File: src/rtl/gray_column_readout.sv
// gray_column_readout
//
// Reads back one row of per-column Gray-code memories. The columns are read
// in ascending order. Each Gray code is converted to binary, and the result
// is streamed downstream as (column, value) pairs over a valid/ready
// interface. A 2-entry FIFO absorbs backpressure. Reads are throttled so that
// the buffered entries plus the outstanding read never exceed the FIFO depth.
//
// Ports:
//   clk        rising-edge clock
//   reset      asynchronous, active-high reset
//   start      row readout request, sampled only while idle
//   col_addr   column memory address
//   col_rd     column memory read strobe
//   col_data   Gray code from the column memory, valid the cycle after col_rd
//   out_data   binary-decoded value at the FIFO head
//   out_col    column index of out_data
//   out_valid  FIFO head is valid
//   out_ready  downstream accepts when high together with out_valid
//   busy       row readout in progress
//   done       one-cycle pulse when the row has fully drained
module gray_column_readout #(
  parameter  int unsigned width   = 8,
  parameter  int unsigned columns = 16,
  localparam int unsigned AW      = $clog2(columns)
) (
  input  logic             clk,
  input  logic             reset,
  input  logic             start,
  output logic [AW-1:0]    col_addr,
  output logic             col_rd,
  input  logic [width-1:0] col_data,
  output logic [width-1:0] out_data,
  output logic [AW-1:0]    out_col,
  output logic             out_valid,
  input  logic             out_ready,
  output logic             busy,
  output logic             done
);

  typedef enum logic [1:0] {
    IDLE  = 2'd0,
    READ  = 2'd1,
    DRAIN = 2'd2
  } state_t;

  localparam logic [AW-1:0] LAST_COL = AW'(columns - 1);

  state_t           state_q, state_d;
  logic [AW-1:0]    addr_q, addr_d;
  logic             busy_q, busy_d;
  logic             done_q, done_d;

  // Outstanding read: set in the cycle after col_rd, carrying its column index
  logic             inflight_q, inflight_d;
  logic [AW-1:0]    infl_col_q, infl_col_d;

  // 2-entry FIFO of {column, binary value}
  logic [AW-1:0]    fifo_col_q [2];
  logic [AW-1:0]    fifo_col_d [2];
  logic [width-1:0] fifo_val_q [2];
  logic [width-1:0] fifo_val_d [2];
  logic             wr_ptr_q, wr_ptr_d;
  logic             rd_ptr_q, rd_ptr_d;
  logic [1:0]       count_q, count_d;

  logic             push;
  logic             pop;
  logic [2:0]       occupancy;

  // Prefix XOR from the MSB down: doubling the shift distance covers all
  // higher bits in log2(width) steps. This gives bin[i] = ^g[width-1:i].
  function automatic logic [width-1:0] gray2bin(input logic [width-1:0] g);
    logic [width-1:0] b;
    b = g;
    for (int unsigned s = 1; s < width; s = s << 1) begin
      b = b ^ (b >> s);
    end
    return b;
  endfunction

  assign out_valid = (count_q != 2'd0);
  assign pop       = out_valid & out_ready;
  assign push      = inflight_q;

  // Occupancy seen by the next read: entries that remain after this cycle's
  // pop, plus the read already in flight. The strobe is combinational so
  // that issue resumes in the same cycle a pop frees a slot.
  assign occupancy = {1'b0, count_q} - {2'b00, pop} + {2'b00, inflight_q};
  assign col_rd    = (state_q == READ) && (occupancy < 3'd2);

  assign col_addr  = addr_q;
  assign out_data  = fifo_val_q[rd_ptr_q];
  assign out_col   = fifo_col_q[rd_ptr_q];
  assign busy      = busy_q;
  assign done      = done_q;

  always_comb begin
    state_d    = state_q;
    addr_d     = addr_q;
    busy_d     = busy_q;
    done_d     = 1'b0;
    inflight_d = col_rd;
    infl_col_d = addr_q;
    fifo_col_d = fifo_col_q;
    fifo_val_d = fifo_val_q;
    wr_ptr_d   = wr_ptr_q;
    rd_ptr_d   = rd_ptr_q;
    count_d    = count_q + 2'(push) - 2'(pop);

    if (push) begin
      fifo_col_d[wr_ptr_q] = infl_col_q;
      fifo_val_d[wr_ptr_q] = gray2bin(col_data);
      wr_ptr_d             = ~wr_ptr_q;
    end
    if (pop) begin
      rd_ptr_d = ~rd_ptr_q;
    end

    case (state_q)
      IDLE: begin
        if (start) begin
          state_d = READ;
          addr_d  = '0;
          busy_d  = 1'b1;
        end
      end
      READ: begin
        if (col_rd) begin
          if (addr_q == LAST_COL) begin
            state_d = DRAIN;
          end else begin
            addr_d = addr_q + 1'b1;
          end
        end
      end
      DRAIN: begin
        // No reads are issued here, so inflight_d is already clear. The row
        // ends once the last entry has been handed off.
        if (count_d == 2'd0 && !inflight_d) begin
          state_d = IDLE;
          busy_d  = 1'b0;
          done_d  = 1'b1;
        end
      end
      default: begin
        state_d = IDLE;
        busy_d  = 1'b0;
      end
    endcase
  end

  always_ff @(posedge clk or posedge reset) begin
    if (reset) begin
      state_q       <= IDLE;
      addr_q        <= '0;
      busy_q        <= 1'b0;
      done_q        <= 1'b0;
      inflight_q    <= 1'b0;
      infl_col_q    <= '0;
      fifo_col_q[0] <= '0;
      fifo_col_q[1] <= '0;
      fifo_val_q[0] <= '0;
      fifo_val_q[1] <= '0;
      wr_ptr_q      <= 1'b0;
      rd_ptr_q      <= 1'b0;
      count_q       <= '0;
    end else begin
      state_q       <= state_d;
      addr_q        <= addr_d;
      busy_q        <= busy_d;
      done_q        <= done_d;
      inflight_q    <= inflight_d;
      infl_col_q    <= infl_col_d;
      fifo_col_q    <= fifo_col_d;
      fifo_val_q    <= fifo_val_d;
      wr_ptr_q      <= wr_ptr_d;
      rd_ptr_q      <= rd_ptr_d;
      count_q       <= count_d;
    end
  end

endmodule
File: config.mk
export PLATFORM = sky130hd
export DESIGN_NAME = gray_column_readout
export DESIGN_NICKNAME = d
export VERILOG_FILES = /design/src/rtl/gray_column_readout.sv
export SDC_FILE = /design/constraint.sdc
export NUM_CORES = 1
export LEC_CHECK = 0
export BUFFER_PORTS_ARGS = -buffer_cell sky130_fd_sc_hd__buf_2
export CORE_AREA = 3 3 78 80
export DETAILED_ROUTE_END_ITERATION = 10
export DIE_AREA = 0 0 81 83
export SLEW_MARGIN = 40
export SYNTH_ARGS = -nofsm -noshare
export SYNTH_HDL_FRONTEND = slang
export SYNTH_SLANG_ARGS = --single-unit
File: constraint.sdc
create_clock -name clk -period 7.9 [get_ports clk]
set_input_delay 1.58 -clock clk [delete_from_list [all_inputs] [get_ports clk]]
set_output_delay 1.58 -clock clk [all_outputs]
set_load 0.02 [all_outputs]
==> reports/qor.yml, run 1 <==
yosys:
  syn_inst: 154
  synth_warnings: 0
  synth_top_cells_by_count: "dfrtp_1, mux2_2, nand2_1, o21ai_0"
  synth_top_area_cell: "dfrtp_1"
  yosys.cell_count.top_type: "dfrtp_1"
  yosysSeqAreaShare_pct: 55.0
  netlist_area_um2: 1870
  synth_top_area_share_pct: 55.0
  synth.area.top_cells: "dfrtp_1, mux2_2, nand2_1"
  synth-async-reset-ratio_pct: 100
  avgSynthCellArea_um2: 12.1
  ys_types: 34
  synth_edf_count: 0
  synth_flop_cell: "dfrtp_1"
  synth_nets: 170
  synth_seq_cells: 41
global_route:
  grt_pass1_wl_um: 5460
  grt_pass1_vias: 1183
  antenna_found_initial: 0
  grt.overflow.total: 0
  grt_max_degree: 42
  grt_use_total_pct: 10.5
worst_setup_path:
  worstSetupPathType: "primary input to output port"
  critPathCaptureType: "output port"
  crit_path_max_fanout: 3
  critPathSlowestCell: "fa_1"
  critPathArrivalTime_ps: 3400
  r2r_cells: 11
  cp.required_ps: 6320
  critPathLaunchType: "primary input"
  crit_cells: 10
  slowest_delay_ps: 480
  critPathBufInv: 3
  crit_family: "adder cells"
  cp_cell_sequence: "buf_2 -> and2_1 -> ha_1 -> inv_1 -> ha_1 -> fa_1 -> and2b_1 -> nand2_1 -> nor2_1 -> buf_2"
die:
  core_area_um2: 5470
  die_y_um: 83
  die_x_um: 81
  start_util_pct: 34.1
  ios: 32
  placementRows: 27
  dieArea_um2: 6720
clock_network:
  clk_pin_slew_ps: 80
  insertion_delay_ps: 290
  cts.hold.buffers_added: 0
  cts_buffers: 5
  cts_root_buffer: "clkbuf_8"
  h-tree-depth: 2
  clock_sinks: 41
  ctsLongestPathBuffers: 2
  postCtsSetupRepairBufs: 0
  cts_resized: 0
  cts_tree: "built"
sta:
  max_freq_mhz: 201
  skew_ps: 7.35
  period_share_pct: 63.1
  slew_headroom_pct: 50.2
  finalWorstSetupSlack_ps: 2920
  final_max_slew_viol_count: 0
  hold_viol: 0
  worst_pin_slew_ps: 747
  rsz0062_at_grt: "false"
  setup_viol: 0
  period_needed_ps: 4980
  fin_tns_setup_ps: 0
power_and_ir_drop:
  p_sw_uw: 381
  max-vdd-ir-drop_mv: 0.233
  power.density_nw_per_um2: 447
  internal_power_uw: 608
  p_comb_share_pct: 44.8
  p_leak_uw: 0.00107
  p_sw_share_pct: 38.5
  total_power_uw: 990
  p_clk_share_pct: 17.3
  seq_power_share_pct: 37.9
place:
  placed_cell_area_um2: 2100
  port_buffers: 31
  dpl.hpwl_um: 2290
  gp_congestion: 0.789
  dp_slack_ps: 2940
detailed_routing:
  vias: 1193
  drtAntennaViolNets: 0
  wirelength_um: 3280
  drtPass1Iterations: 4
  first_iter_violations: 58
  routedWlPerCell_um: 12.6
  post-route-drc-count: 0
  via_per_inst: 4.57
final_layout:
  area_growth_pct: 18.7
  layout-drive-gt1-share_pct: 36.5
  diodes: 0
  nNetsFinal: 204
  final_area_um2: 2220
worst_hold_path:
  worstHoldPathType: "register to register"
  hold_depth: 0
run_status:
  outcome: "completed"
job:
  cap_violations: 0
layer usage:
metal,part of all wire [%],vias up,routed length [um],GRT usage (%)
met3,5.1,7,166,3.25
met2,46,27,1510,16.1
li1,-,594,-,-
met5,0,-,0,0
met1,48,565,1560,14.0
met4,1.4,0,47,3.69
layout make-up:
| class | count | area [um^2] |
|---|---|---|
| clock buffer | 7 | 86.3 |
| clock inverter | 1 | 30.0 |
| fill | 572 | 3260 |
| inverter | 7 | 26.3 |
| multi-input combinational | 101 | 795 |
| sequential | 41 | 1030 |
| tap | 72 | 90.1 |
| timing repair buffer | 32 | 163 |
state kept, by name, summed over array words and instances, names as in the netlist:
signal,cells
busy,1
col_addr,4
count_q,2
done,1
fifo_col_q,8
fifo_val_q,16
infl_col_q,4
inflight_q,1
rd_ptr_q,1
state_q,2
wr_ptr_q,1
power groups by stage:
stage | Combinational [uW] | Sequential [uW] | Clock (uW)
after floorplan | 339 | 369 | 0
after global placement | 444 | 380 | 0
after detailed placement | 447 | 383 | 0
after CTS | 452 | 379 | 177
after global routing | 493 | 391 | 186
final | 443 | 375 | 171
cells by family after synthesis:
family / Yosys count / share of synthesized area, %
AO/OA/AOI/OAI: 23 / 7.57
XOR/XNOR: 14 / 8.24
adder cells (fa/ha/maj): 4 / 3.08
buffers and inverters: 12 / 2.48
flip-flops: 41 / 55.0
multiplexers: 24 / 14.7
AND/OR/NAND/NOR: 36 / 8.98
layout by cell type (no fill, tap or decap), types with 2 or more instances in the layout:
cell	n
ha_1	3
o21ai_1	2
o31ai_1	2
or4_1	2
clkbuf_8	6
nand2_1	18
nor2_1	7
xnor2_1	6
buf_2	31
o21ai_2	2
dfrtp_1	41
xor2_1	5
mux2_2	23
inv_1	7
a21oi_1	2
o21ai_0	12
through the flow:
step	hold WS (ps)	instances	utilization, %
global route	484	261	40.5
detailed placement	449	253	38.4
CTS	462	261	40.5
global placement	443	253	38.4
finish	457	261	40.5
floorplan	444	154	-
path summary, 6_finish.rpt:
kind	startpoint	to	slack, ps
worst max-delay path	out_ready	col_rd	2920
worst min-delay path	col_addr[3]	infl_col_q[3]	460
worst max register to register	count_q[1]	col_addr[0]	5020
worst min register to register	col_addr[3]	infl_col_q[3]	460
max in group asynchronous	reset	col_addr[1]	6140
min in group asynchronous	reset	rd_ptr_q	1400
(Power assumes the default switching activity.)
==> run 2: changes to the inputs <==
--- a/config.mk
+++ b/config.mk
@@ -5,10 +5,11 @@
 export SDC_FILE = /design/constraint.sdc
 export NUM_CORES = 1
 export LEC_CHECK = 0
+export ABC_AREA = 1
 export BUFFER_PORTS_ARGS = -buffer_cell sky130_fd_sc_hd__buf_2
-export CORE_AREA = 3 3 78 80
+export CORE_AREA = 3 3 82 84
 export DETAILED_ROUTE_END_ITERATION = 10
-export DIE_AREA = 0 0 81 83
+export DIE_AREA = 0 0 85 87
 export SLEW_MARGIN = 40
 export SYNTH_ARGS = -nofsm -noshare
 export SYNTH_HDL_FRONTEND = slang
==> constraint.sdc (replaced) <==
create_clock -name clk -period 4.9 [get_ports clk]
set_input_delay 0.98 -clock clk [delete_from_list [all_inputs] [get_ports clk]]
set_output_delay 0.98 -clock clk [all_outputs]
set_load 0.02 [all_outputs]
==> run 2 against run 1 <==
Clock power increased by 20%. Register-to-register slack got worse by 2500 ps. Die area grew 10%. Largest power group unchanged.
==> reports/qor.yml, run 2 <==
yosys:
  synth_nets: 289  # +70%
  syn_inst: 273  # +77%
  synth_warnings: 0  # unchanged
  synth_top_cells_by_count: "nand2_1, dfrtp_1, inv_1, inv_2, nand3_1"
  yosys.cell_count.top_type: "nand2_1"
  synth_top_area_cell: "dfrtp_1"
  synth-async-reset-ratio_pct: 100  # unchanged
  synth.area.top_cells: "dfrtp_1, nand2_1, mux2_2"
  ys_types: 21  # -38%
  synth_flop_cell: "dfrtp_1"
  synth_edf_count: 0  # unchanged
  avgSynthCellArea_um2: 7.70  # -36%
  yosysSeqAreaShare_pct: 48.8  # -6.2 points
  netlist_area_um2: 2100  # +13%
  synth_top_area_share_pct: 48.8  # -6.2 points
  synth_seq_cells: 41  # unchanged
clock_network:
  insertion_delay_ps: 290  # about the same
  cts_resized: 0  # unchanged
  cts_tree: "built"
  cts_root_buffer: "clkbuf_8"
  ctsLongestPathBuffers: 2  # unchanged
  cts_buffers: 5  # unchanged
  postCtsSetupRepairBufs: 0  # unchanged
  cts.hold.buffers_added: 0  # unchanged
  clock_sinks: 41  # unchanged
  h-tree-depth: 2  # unchanged
  clk_pin_slew_ps: 70  # about the same
power_and_ir_drop:
  power.density_nw_per_um2: 629  # +41%
  p_leak_uw: 0.00135  # +26%
  max-vdd-ir-drop_mv: 0.270  # +16%
worst_hold_path:
  hold_depth: 0  # unchanged
  worstHoldPathType: "register to register"
global_route:
  grt_pass1_vias: 1708  # +44%
  grt_use_total_pct: 12.4  # +1.9 points
  grt_pass1_wl_um: 7510  # +37%
  grt.overflow.total: 0  # unchanged
  antenna_found_initial: 0  # unchanged
  grt_max_degree: 42  # unchanged
worst_setup_path:
  slowest_delay_ps: 500  # +20 ps
  worstSetupPathType: "primary input to output port"
  cp.required_ps: 3920  # -2400 ps
  critPathArrivalTime_ps: 2690  # -710 ps
  cpMostUsedCell: "inv_1"
  crit_cells: 11  # +1
  critPathSlowestCell: "fa_1"
  critPathLaunchType: "primary input"
  critPathCaptureType: "output port"
  critPathBufInv: 5  # +2
  cp_cell_sequence: "buf_2 -> nand2_1 -> inv_1 -> ha_1 -> inv_1 -> ha_1 -> fa_1 -> inv_1 -> nand3_2 -> nor2_1 -> buf_2"
  r2r_cells: 14  # +3
  crit_path_max_fanout: 4  # +1
  crit_family: "adder cells"
sta:
  fin_tns_setup_ps: 0  # unchanged
  setup_viol: 0  # unchanged
  worst_pin_slew_ps: 694  # -52.5 ps
  max_freq_mhz: 272
  period_share_pct: 74.9
  hold_viol: 0  # unchanged
  skew_ps: 8.17  # +0.822 ps
  slew_headroom_pct: 53.7  # +3.5 points
  final_max_slew_viol_count: 0  # unchanged
  rsz0062_at_grt: "false"
  period_needed_ps: 3670
die:
  placementRows: 28  # +3.7%
  core_area_um2: 5990  # +9.5%
  start_util_pct: 35.1  # +0.98 points
  die_x_um: 85  # +4.9%
  dieArea_um2: 7400  # +10%
  die_y_um: 87  # +4.8%
  ios: 32  # unchanged
final_layout:
  layout-drive-gt1-share_pct: 22.1  # -14 points
  largestRegisters: "fifo_val_q: 16 flops, fifo_col_q: 8 flops"
  n_fill_cell: 639  # +12%
  nNetsFinal: 323  # +58%
  diodes: 0  # unchanged
  final_common_cell: "nand2_1"
  final_cell_mix: "nand2_1, dfrtp_1, buf_2, inv_1"
  largest_reg_flops: 16  # unchanged
  area_growth_pct: 14.9
  top_register: "fifo_val_q"
  fin_util_pct: 40.3  # -0.16 points
  multi_input_comb_area_um2: 938  # +18%
  seq_area_um2: 1030  # unchanged
detailed_routing:
  drtAntennaViolNets: 0  # unchanged
  routedWlPerCell_um: 11.1  # -12%
  vias: 1756  # +47%
  post-route-drc-count: 0  # unchanged
  via_per_inst: 4.58  # +0.31%
  wirelength_um: 4240  # +29%
  first_iter_violations: 68  # +17%
  drtPass1Iterations: 4  # unchanged
run_status:
  outcome: "completed"
job:
  cap_violations: 0  # unchanged
place:
  dpl.hpwl_um: 3090  # +35%
  port_buffers: 31  # unchanged
  gp_congestion: 0.734  # -7.0%
==> run 2: changes by cell type in the layout (fill, tap and decap cells not counted), sizes merged, moves of 4 or more <==
cell   change
mux2      -17
nand3     +14
inv       +23
xor2       -5
nand2    +116
nor2       +4
xnor2      -5
==> run 2: report_power, final <==
group / internal [uW] / switching, uW / leakage, uW
logic: 269 / 447 / 0.000787
clock network: 98.6 / 107 / 0.0000450
registers: 490 / 107 / 0.000514
total: 858 / 661 / 0.00135
==> run 2: final timing paths <==
path                            slack [ps]            end         from
min in group asynchronous              800     count_q[0]        reset
max in group asynchronous             3750  infl_col_q[2]        reset
worst min-delay path                   470  infl_col_q[3]  col_addr[3]
worst max register to register        2470    col_addr[1]   count_q[1]
worst max-delay path                  1230         col_rd    out_ready
worst min register to register         470  infl_col_q[3]  col_addr[3]
==> run 2: logic make-up (layout without fill, tap and decap cells) <==
group,count (synthesis),after routing,synth area share [%]
adders and majority gates,4,4,2.74
AOI/OAI and AO/OA,19,19,5.06
xor gates and xnor gates,3,3,1.25
and+or+nand+nor,164,164,31.8
buffers and inverters,35,70,6.55
DFF,41,41,48.8
muxes,7,7,3.75
==> run 2: stage by stage <==
stage	cells	worst slack [ps]	total power (uW)	instance area [um^2]	hold WS, ps
floorplan	273	1360	1130	2100	442
global placement	375	1220	1320	2330	453
detailed placement	375	1210	1340	2330	455
CTS	383	1210	1550	2420	474
global route	383	1050	1670	2420	501
finish	383	1230	1520	2420	470
==> run 2: worst register-to-register path, delay by kind of cell, from the launching register on <==
family                     cells  cell delay [ps]
DFF                            1              400
buffers and inverters          4              270
adders and majority gates      3              940
and+or+nand+nor                6              510
AOI/OAI and AO/OA              1              220
==> run 2: routing by layer <==
layer	share of wire [%]	GRT usage (%)	up-vias
met3	5.5	3.31	6
li1	-	-	908
met4	1.1	3.45	0
met1	47	15.3	812
met5	0	0	-
met2	47	21.5	30
==> run 2: cell type report <==
cell class	count	area share, %
sequential	41	42.5
multi-input combinational	197	38.8
timing repair buffer	32	6.73
inverter	30	4.66
tap	75	3.88
clock buffer	6	3.00
clock inverter	2	0.414
